$ cat src/rtl/frb_dedisp_trigger_if.sv
// Stream interface between the dedispersor output and the trigger block.
// Valid-only streaming, no backpressure: a sample counts on any ce cycle with din_valid=1, a frame power on any ce cycle with integ_valid=1.
interface frb_dedisp_trigger_if #(
    parameter int DIN_WIDTH = 26
) ();
    logic                 ce;
    logic [DIN_WIDTH-1:0] din;
    logic                 din_valid;
    logic                 din_sof;
    logic                 din_eof;
    logic [31:0]          integ_pow;
    logic                 integ_valid;
    logic [7:0]           thresh;

    logic                 trigger;
    logic [31:0]          trig_pow;
    logic [31:0]          trig_frame;
    logic [31:0]          baseline;
    logic                 frame_err;
    logic [15:0]          err_count;
    logic [1:0]           state_o;

    modport master (
        output ce, din, din_valid, din_sof, din_eof, integ_pow, integ_valid, thresh,
        input  trigger, trig_pow, trig_frame, baseline, frame_err, err_count, state_o
    );

    modport slave (
        input  ce, din, din_valid, din_sof, din_eof, integ_pow, integ_valid, thresh,
        output trigger, trig_pow, trig_frame, baseline, frame_err, err_count, state_o
    );
endinterface

$ cat src/rtl/frb_dedisp_trigger.sv
// Frame-structure checker plus EMA-baseline power trigger for the dedispersed stream.
// Sample width (DIN_WIDTH) is carried by the interface; sample contents are never inspected.
module frb_dedisp_trigger #(
    parameter int N_CHANNELS = 64,
    parameter int AVG_SHIFT  = 6,
    parameter int WARMUP     = 64,
    parameter int HOLDOFF    = 128
) (
    input  logic                 clk,
    input  logic                 rst,
    frb_dedisp_trigger_if.slave  bus
);
    localparam int CNT_W  = $clog2(N_CHANNELS + 1);
    localparam int WARM_W = $clog2(WARMUP + 1);
    localparam int HOLD_W = $clog2(HOLDOFF + 1);

    localparam logic [1:0] ST_WARMUP  = 2'd0;
    localparam logic [1:0] ST_ARMED   = 2'd1;
    localparam logic [1:0] ST_HOLDOFF = 2'd2;

    logic              in_frame;
    logic [CNT_W-1:0]  cnt;
    logic              ok_flag;
    logic              frame_err_q;
    logic [15:0]       err_count_q;

    logic              s1_valid;
    logic [39:0]       s1_lhs;
    logic [39:0]       s1_rhs;
    logic [31:0]       s1_pow;

    logic [1:0]        state;
    logic [WARM_W-1:0] warm_cnt;
    logic [HOLD_W-1:0] hold_cnt;
    logic [31:0]       frame_idx;
    logic [31:0]       baseline_q;
    logic [31:0]       trig_pow_q;
    logic [31:0]       trig_frame_q;
    logic              trigger_q;

    logic              err;
    logic              in_frame_n;
    logic [CNT_W-1:0]  cnt_n;
    logic              ok_n;
    logic              consume;
    logic              over;
    logic [31:0]       ema;

    // Structural check; cnt saturates at N_CHANNELS so overlong frames still fail at eof.
    always_comb begin
        err        = 1'b0;
        in_frame_n = in_frame;
        cnt_n      = cnt;
        ok_n       = ok_flag;
        if (bus.integ_valid && ok_flag) ok_n = 1'b0;
        if (bus.din_valid) begin
            if (bus.din_sof && bus.din_eof) begin
                err        = 1'b1;
                in_frame_n = 1'b0;
            end else if (bus.din_sof) begin
                err        = in_frame;
                in_frame_n = 1'b1;
                cnt_n      = CNT_W'(1);
            end else if (bus.din_eof) begin
                in_frame_n = 1'b0;
                if (!in_frame || cnt != CNT_W'(N_CHANNELS - 1)) err = 1'b1;
                else                                            ok_n = 1'b1;
            end else if (!in_frame) begin
                err = 1'b1;
            end else if (cnt != CNT_W'(N_CHANNELS)) begin
                cnt_n = cnt + CNT_W'(1);
            end
        end
        if (err) ok_n = 1'b0;
    end

    assign consume = bus.integ_valid && ok_flag;
    assign over    = s1_lhs > s1_rhs;
    // Subtract first so the intermediate never exceeds 32 bits.
    assign ema     = (baseline_q - (baseline_q >> AVG_SHIFT)) + (s1_pow >> AVG_SHIFT);

    always_ff @(posedge clk) begin
        if (rst) begin
            in_frame     <= 1'b0;
            cnt          <= '0;
            ok_flag      <= 1'b0;
            frame_err_q  <= 1'b0;
            err_count_q  <= '0;
            s1_valid     <= 1'b0;
            s1_lhs       <= '0;
            s1_rhs       <= '0;
            s1_pow       <= '0;
            state        <= ST_WARMUP;
            warm_cnt     <= '0;
            hold_cnt     <= '0;
            frame_idx    <= '0;
            baseline_q   <= '0;
            trig_pow_q   <= '0;
            trig_frame_q <= '0;
            trigger_q    <= 1'b0;
        end else if (bus.ce) begin
            in_frame    <= in_frame_n;
            cnt         <= cnt_n;
            ok_flag     <= ok_n;
            frame_err_q <= err;
            if (err && err_count_q != 16'hFFFF) err_count_q <= err_count_q + 16'd1;

            s1_valid <= consume;
            if (consume) begin
                s1_lhs <= {4'b0, bus.integ_pow, 4'b0};
                s1_rhs <= 40'(baseline_q) * 40'(bus.thresh);
                s1_pow <= bus.integ_pow;
            end

            trigger_q <= 1'b0;
            if (s1_valid) begin
                frame_idx <= frame_idx + 32'd1;
                case (state)
                    ST_WARMUP: begin
                        baseline_q <= (warm_cnt == '0) ? s1_pow : ema;
                        warm_cnt   <= warm_cnt + WARM_W'(1);
                        if (warm_cnt == WARM_W'(WARMUP - 1)) state <= ST_ARMED;
                    end
                    ST_ARMED: begin
                        if (over) begin
                            trigger_q    <= 1'b1;
                            trig_pow_q   <= s1_pow;
                            trig_frame_q <= frame_idx;
                            hold_cnt     <= '0;
                            state        <= ST_HOLDOFF;
                        end else begin
                            baseline_q <= ema;
                        end
                    end
                    ST_HOLDOFF: begin
                        if (!over) baseline_q <= ema;
                        hold_cnt <= hold_cnt + HOLD_W'(1);
                        if (hold_cnt == HOLD_W'(HOLDOFF - 1)) state <= ST_ARMED;
                    end
                    default: state <= ST_WARMUP;
                endcase
            end
        end
    end

    assign bus.trigger    = trigger_q;
    assign bus.trig_pow   = trig_pow_q;
    assign bus.trig_frame = trig_frame_q;
    assign bus.baseline   = baseline_q;
    assign bus.frame_err  = frame_err_q;
    assign bus.err_count  = err_count_q;
    assign bus.state_o    = state;
endmodule
$ cat src/flat_wrapper.sv
// flat-port wrapper written by rule: the top's interface ports become plain ports
module frb_dedisp_trigger_flat 
#(
    parameter int N_CHANNELS = 64,
    parameter int AVG_SHIFT  = 6,
    parameter int WARMUP     = 64,
    parameter int HOLDOFF    = 128
)
  (clk, rst, bus_ce, bus_din, bus_din_valid, bus_din_sof, bus_din_eof, bus_integ_pow, bus_integ_valid, bus_thresh, bus_trigger, bus_trig_pow, bus_trig_frame, bus_baseline, bus_frame_err, bus_err_count, bus_state_o);
  frb_dedisp_trigger_if bus_i ();
  input  logic clk;
  input  logic rst;
  input wire logic [$bits(bus_i.ce)-1:0] bus_ce;
  input wire logic [$bits(bus_i.din)-1:0] bus_din;
  input wire logic [$bits(bus_i.din_valid)-1:0] bus_din_valid;
  input wire logic [$bits(bus_i.din_sof)-1:0] bus_din_sof;
  input wire logic [$bits(bus_i.din_eof)-1:0] bus_din_eof;
  input wire logic [$bits(bus_i.integ_pow)-1:0] bus_integ_pow;
  input wire logic [$bits(bus_i.integ_valid)-1:0] bus_integ_valid;
  input wire logic [$bits(bus_i.thresh)-1:0] bus_thresh;
  output wire logic [$bits(bus_i.trigger)-1:0] bus_trigger;
  output wire logic [$bits(bus_i.trig_pow)-1:0] bus_trig_pow;
  output wire logic [$bits(bus_i.trig_frame)-1:0] bus_trig_frame;
  output wire logic [$bits(bus_i.baseline)-1:0] bus_baseline;
  output wire logic [$bits(bus_i.frame_err)-1:0] bus_frame_err;
  output wire logic [$bits(bus_i.err_count)-1:0] bus_err_count;
  output wire logic [$bits(bus_i.state_o)-1:0] bus_state_o;
  assign bus_i.ce = bus_ce;
  assign bus_i.din = bus_din;
  assign bus_i.din_valid = bus_din_valid;
  assign bus_i.din_sof = bus_din_sof;
  assign bus_i.din_eof = bus_din_eof;
  assign bus_i.integ_pow = bus_integ_pow;
  assign bus_i.integ_valid = bus_integ_valid;
  assign bus_i.thresh = bus_thresh;
  assign bus_trigger = bus_i.trigger;
  assign bus_trig_pow = bus_i.trig_pow;
  assign bus_trig_frame = bus_i.trig_frame;
  assign bus_baseline = bus_i.baseline;
  assign bus_frame_err = bus_i.frame_err;
  assign bus_err_count = bus_i.err_count;
  assign bus_state_o = bus_i.state_o;
  frb_dedisp_trigger #(.N_CHANNELS(N_CHANNELS), .AVG_SHIFT(AVG_SHIFT), .WARMUP(WARMUP), .HOLDOFF(HOLDOFF)) u_core (.clk(clk), .rst(rst), .bus(bus_i));
endmodule
$ cat config.mk
export PLATFORM = sky130hd
export DESIGN_NAME = frb_dedisp_trigger_flat
export DESIGN_NICKNAME = d
export VERILOG_FILES = /design/src/rtl/frb_dedisp_trigger_if.sv /design/src/rtl/frb_dedisp_trigger.sv /design/src/flat_wrapper.sv
export SDC_FILE = /design/constraint.sdc
export NUM_CORES = 1
export LEC_CHECK = 0
export CORE_UTILIZATION = 45
export CTS_CLUSTER_DIAMETER = 30
export CTS_CLUSTER_SIZE = 28
export DETAILED_ROUTE_END_ITERATION = 6
export GPL_ROUTABILITY_DRIVEN = 1
export PLACE_DENSITY = 0.72
export SYNTH_ARGS = -nofsm -noshare
export SYNTH_HDL_FRONTEND = slang
export SYNTH_SLANG_ARGS = --single-unit
$ cat constraint.sdc
create_clock -name clk -period 16.9 [get_ports clk]
set_input_delay 3.38 -clock clk [delete_from_list [all_inputs] [get_ports clk]]
set_output_delay 3.38 -clock clk [all_outputs]
set_load 0.02 [all_outputs]
# Word-level counts from Yosys, hierarchy flattened
# Index checks and enable logic that the tools add are counted.
dict set report totals {
  reg_bits 245
  input_bits 73
}
dict set report op_classes {
  n_addsub 7
  multipliers 1
  magnitude_cmp 1
  eq_ne 12
  muxes 32
  bitwise 1
  n_reduce_logical 23
}
# op n
set op_table {}
lappend op_table {{$mux W32} 2}
lappend op_table {{$pmux W32 S2} 1}
lappend op_table {{$gt A36 B40 Y1} 1}
lappend op_table {{$mul A32 B8 Y40} 1}
lappend op_table {{$add A32 B1 Y32 const B} 1}
lappend op_table {{$add A32 B26 Y32} 1}
lappend op_table {{$sub A32 B26 Y32} 1}
lappend op_table {{$mux W7} 4}
lappend op_table {{$mux W1} 19}
lappend op_table {{$add A16 B1 Y16 const B} 1}
lappend op_table {{$ne A16 B16 Y1 const B} 1}
lappend op_table {{$pmux W8 S2} 1}
lappend op_table {{$add A7 B1 Y7 const B} 2}
lappend op_table {{$reduce_and A4 Y1} 3}
lappend op_table {{$add A8 B1 Y8 const B} 1}
lappend op_table {{$eq A8 B7 Y1 const B} 1}
lappend op_table {{$mux W8} 1}
lappend op_table {{$reduce_bool A2 Y1} 4}
lappend op_table {{$eq A7 B6 Y1 const B} 1}
lappend op_table {{$logic_not A7 Y1} 1}
lappend op_table {{$ne A7 B6 Y1 const B} 1}
lappend op_table {{$ne A7 B7 Y1 const B} 1}
lappend op_table {{$mux W2} 3}
lappend op_table {{$ne A2 B1 Y1 const B} 3}
lappend op_table {{other kinds (15)} 21}

# Depth between registers and ports, before layout
dict set report depth {
  depth_word 9
  mapped_depth 20
  ltp_nobuf 18
}

# Worst setup path before layout
# Ideal clock, no wire load.
dict set report synth_path {
  path_kind {input to register}
  startpoint {input port bus_thresh[7]}
  endpoint {register u_core.s1_rhs[34]}
  setup_time_ns 0.117
  arrival_ns 7.881
  required_ns 16.783
  setup_slack_ns 8.902
  path_stages 18
  cell_sequence {clkbuf_1 nand2_1 fa_1 fa_1 inv_1 fa_1 inv_1 fa_1 inv_1 ha_1 a21o_1 a31oi_1 a21oi_1 o21a_1 o2111ai_1 a211oi_1 or3_1 a32o_1}
}
dict set report synth_between {
  elab_chain_len 1
}
# item line_no
set synth_lines {}
lappend synth_lines {{from (decl)} flat_wrapper.sv:20} ;# input wire logic [$bits(bus_i.thresh)-1:0] bus_thresh;
lappend synth_lines {{$mul A32 B8 Y40} frb_dedisp_trigger.sv:111} ;# s1_rhs <= 40'(baseline_q) * 40'(bus.thresh);
lappend synth_lines {{to (signal assigned)} frb_dedisp_trigger.sv:111}
lappend synth_lines {{to (decl)} frb_dedisp_trigger.sv:29} ;# logic [39:0] s1_rhs;
# No other way between the ends.
# A chain may end at the register's enable or synchronous reset.

# Worst setup path in the final report
dict set report layout_path {
  startpoint {input port bus_thresh[7]}
  endpoint {register u_core.s1_rhs[36]}
}
# Same word-level chain as after synthesis.

==> metrics.md <==
| Metric | Value |
|---|---|
| Status | `complete, but fails checks` |
| Violated checks | `design-rule violations` |
| Fin Hold WS | `455 ps` |
| H-tree levels | `2` |
| Critical path launch point type | `primary input` |
| Setup ws final | `7540 ps` |
| Critical Path RT | `17340 ps` |
| Worst path slowest cell | `clkdlybuf4s50_1` |
| CTS buffer count | `47` |
| Top delay family on crit path | `adder cells` |
| #FFs+latches synth | `245` |
| Via count | `18000` |
| Initial antenna violation count | `4` |
| Cell Count, Final, Fillers Out | `3298` |
| Worst-Skew Late Latency | `540 ps` |
| First-pass GRT wire length | `96300 um` |
| Via count of the first global-routing pass | `18600` |
| Crit. End Element | `flop` |
| Main synth FF type | `dfxtp_1` |
| VDD IR-drop max | `78.1 uV` |
| PwrDens | `64.0 mW/mm2` |
| Via density | `5.46` |
| GRT Overall Usage | `0.247` |
| Post-cts gate resize count | `0` |
| Cell row count | `79` |
| Pre-antenna DRT Iters | `7` |
| Iteration-0 DRC Markers | `1153` |
| Core Area | `0.0467 mm2` |
| Clock Sinks | `245` |
| Critical path class | `in2reg` |
| Syn_area_per_cell | `8.39 um2` |
| Die W | `220 um` |
| RSZ-0062 raised after global routing | `false` |
| Layout area overhead | `16.9%` |
| DPL Wire Length | `42400 um` |
| Largest net degree at the start of global routing | `127` |
| Crit-path max cell delay | `1050 ps` |
| Syn nets | `2961` |
| Nets | `3064` |
| Final Skew | `11.8 ps` |
| Normalized max-slew margin | `0.131` |
| Slew @ Worst Pin | `1300 ps` |
| Number of synthesized flops with an enable pin | `0` |
| Total of max-cap violations | `0` |
| Worst path bufs/invs | `3` |
| Netlist Area Pre-Place | `0.0214 mm2` |
| DRT Wirelength | `57900 um` |
| Maximum clock rate | `107 MHz` |
| Yosys warnings | `0` |
| CTS tree | `yes` |
| Synth cell types | `77` |
| Total congestion overflow | `0` |
| Final ANT Viol Nets | `0` |
| Setup violators final | `0` |
| Initial Util | `0.458` |
| Top Ports | `189` |
| DRC Markers | `36` |
| TNS Setup | `0 ps` |
| Place WS | `7030 ps` |
| Share of cells above drive strength 1 | `0.0446` |
| CTS max path bufs | `3` |
| CTS root buf | `clkbuf_16` |
| Post-CTS Repair Setup Buffers | `0` |
| Clk pin slew, worst setup/hold paths | `50 ps` |
| Most common cell on crit path | `fa_1` |
| Period utilization | `0.554` |
| Async set or reset register ratio after synthesis | `0` |
| Gp weighted congestion | `0.899` |
| Crit-path cells | `clkdlybuf4s50_1 -> and2_1 -> fa_1 -> fa_1 -> fa_1 -> inv_1 -> fa_1 -> inv_1 -> ha_1 -> and3_1 -> nand2_1 -> a21oi_1 -> o21a_1 -> o2111ai_1 -> a2111oi_0 -> nor3_1 -> o41ai_1` |
| Worst-path fanout max | `32` |
| Die H | `220 um` |
| Post-route minimum period | `9360 ps` |
| Die area | `0.0484 mm2` |
| Wire length per cell | `17.6 um` |
| Sequential element share of the synthesized area | `0.230` |
| Hold buffer count at CTS | `0` |
| Pins Over Slew Limit | `0` |
| Fin. Hold Viols | `0` |
| Static Leakage | `0.0108 uW` |
| HP Class | `reg2reg` |
| Dpl cells | `3209` |
| Filler cells | `4290` |
| Post-Synthesis Cells | `2548` |
| CP arrival | `9800 ps` |
| PortBufs | `162` |
-- cell families (layout without fill, tap and decap cells) --
family	Yosys count	after routing	share of synthesized area
DFF	245	245	0.230
other	0	1	0
adders and majority gates	340	340	0.271
buffers and inverters	472	614	0.0863
AOI/OAI and AO/OA	461	461	0.141
xor gates and xnor gates	95	95	0.0389
muxes	72	72	0.0337
and+or+nand+nor	863	863	0.199
-- state kept, by name (all words and copies together), names as in the netlist --
name                   cells
u_core.cnt                 7
u_core.frame_idx          32
u_core.bus.err_count      16
u_core.bus.trigger         1
u_core.s1_rhs             40
u_core.s1_valid            1
u_core.in_frame            1
u_core.s1_pow             32
u_core.bus.frame_err       1
u_core.hold_cnt            8
u_core.warm_cnt            7
u_core.ok_flag             1
u_core.bus.baseline       32
u_core.bus.state_o         2
u_core.bus.trig_frame     32
u_core.bus.trig_pow       32
-- metal layers --
metal,track usage,up-vias,share of wire
li1,-,8595,-
met4,0.0685,4,0.023
met2,0.410,522,0.47
met3,0.0536,104,0.066
met1,0.323,8771,0.44
met5,0,-,0.00047
-- layout by cell type (no fill, tap or decap), drive strengths merged, types with 51 or more instances in the layout --
cell type        n
clkdlybuf4s50  161
ha             134
o21ai           73
and2           215
a21oi          174
nand2          261
mux2i           72
nor2           191
fa             206
inv            372
xor2            51
dfxtp          245
clkbuf          52
-- report_power, final --
part,switching (uW),internal (uW)
sequential,0.989,579
combinational,25.5,12.2
clock,340,642
-- metrics by stage --
step	util	cell area, um2	total power (uW)
4_1_cts	0.536	25000	1620
6_report	0.536	25000	1600
3_5_place_dp	0.499	23300	630
3_3_place_gp	0.499	23300	629
5_1_grt	0.536	25000	1650
2_1_floorplan	-	21400	610
-- final timing paths --
| kind | start | endpoint | slack, ps | depth (start not counted) |
|---|---|---|---|---|
| setup / recovery | bus_thresh[7] | u_core.s1_rhs[36]$_SDFFE_PP0P_ | 7540 | 17 |
| hold / removal | u_core.s1_rhs[20]$_SDFFE_PP0P_ | u_core.s1_rhs[20]$_SDFFE_PP0P_ | 460 | 2 |
| setup reg to reg | u_core.bus.baseline[0]$_SDFFE_PP0P_ | u_core.s1_rhs[25]$_SDFFE_PP0P_ | 11070 | 17 |
| hold reg to reg | u_core.s1_rhs[20]$_SDFFE_PP0P_ | u_core.s1_rhs[20]$_SDFFE_PP0P_ | 460 | 2 |
-- cell usage after synthesis (all sizes together), types with 11 or more instances --
cell    count  share of area
and2      215          0.063
nor2      191          0.034
o31ai      11         0.0041
and3       15         0.0044
nand2b     12         0.0035
inv       359          0.063
nand3      48          0.011
a211oi     38          0.014
a21oi     174          0.041
xor2       51          0.021
clkbuf     95          0.017
o21ai      73          0.017
or3        19         0.0056
buf        18         0.0066
nor3       31         0.0077
a22o       15         0.0061
a31oi      11         0.0032
dfxtp     245           0.23
fa        206           0.19
xnor2      44          0.018
a21o       34          0.012
o21a       19         0.0067
ha        134          0.078
mux2i      72          0.034
nand4      32         0.0097
nand2     261          0.046
-- worst reg2reg max path, delay by kind of cell (launching register included) --
kind,cells,cell delay (ps)
AOI/OAI and AO/OA,5,1230
buffers and inverters,3,160
xor gates and xnor gates,1,140
and+or+nand+nor,3,1040
adders and majority gates,5,2520
DFF,1,630
-- cell type report --
| cell class | instances | area [um2] | area share |
|---|---|---|---|
| multi-input combinational | 1831 | 14600 | 0.586 |
| sequential | 245 | 4900 | 0.196 |
| timing repair buffer | 167 | 1660 | 0.0664 |
| inverter | 359 | 1350 | 0.0539 |
| clock buffer | 52 | 1230 | 0.0491 |
| tap | 607 | 759 | 0.0304 |
| clock inverter | 36 | 454 | 0.0182 |
| antenna | 1 | 2.50 | 0.000100 |
Power figures use the tool's default switching activity.
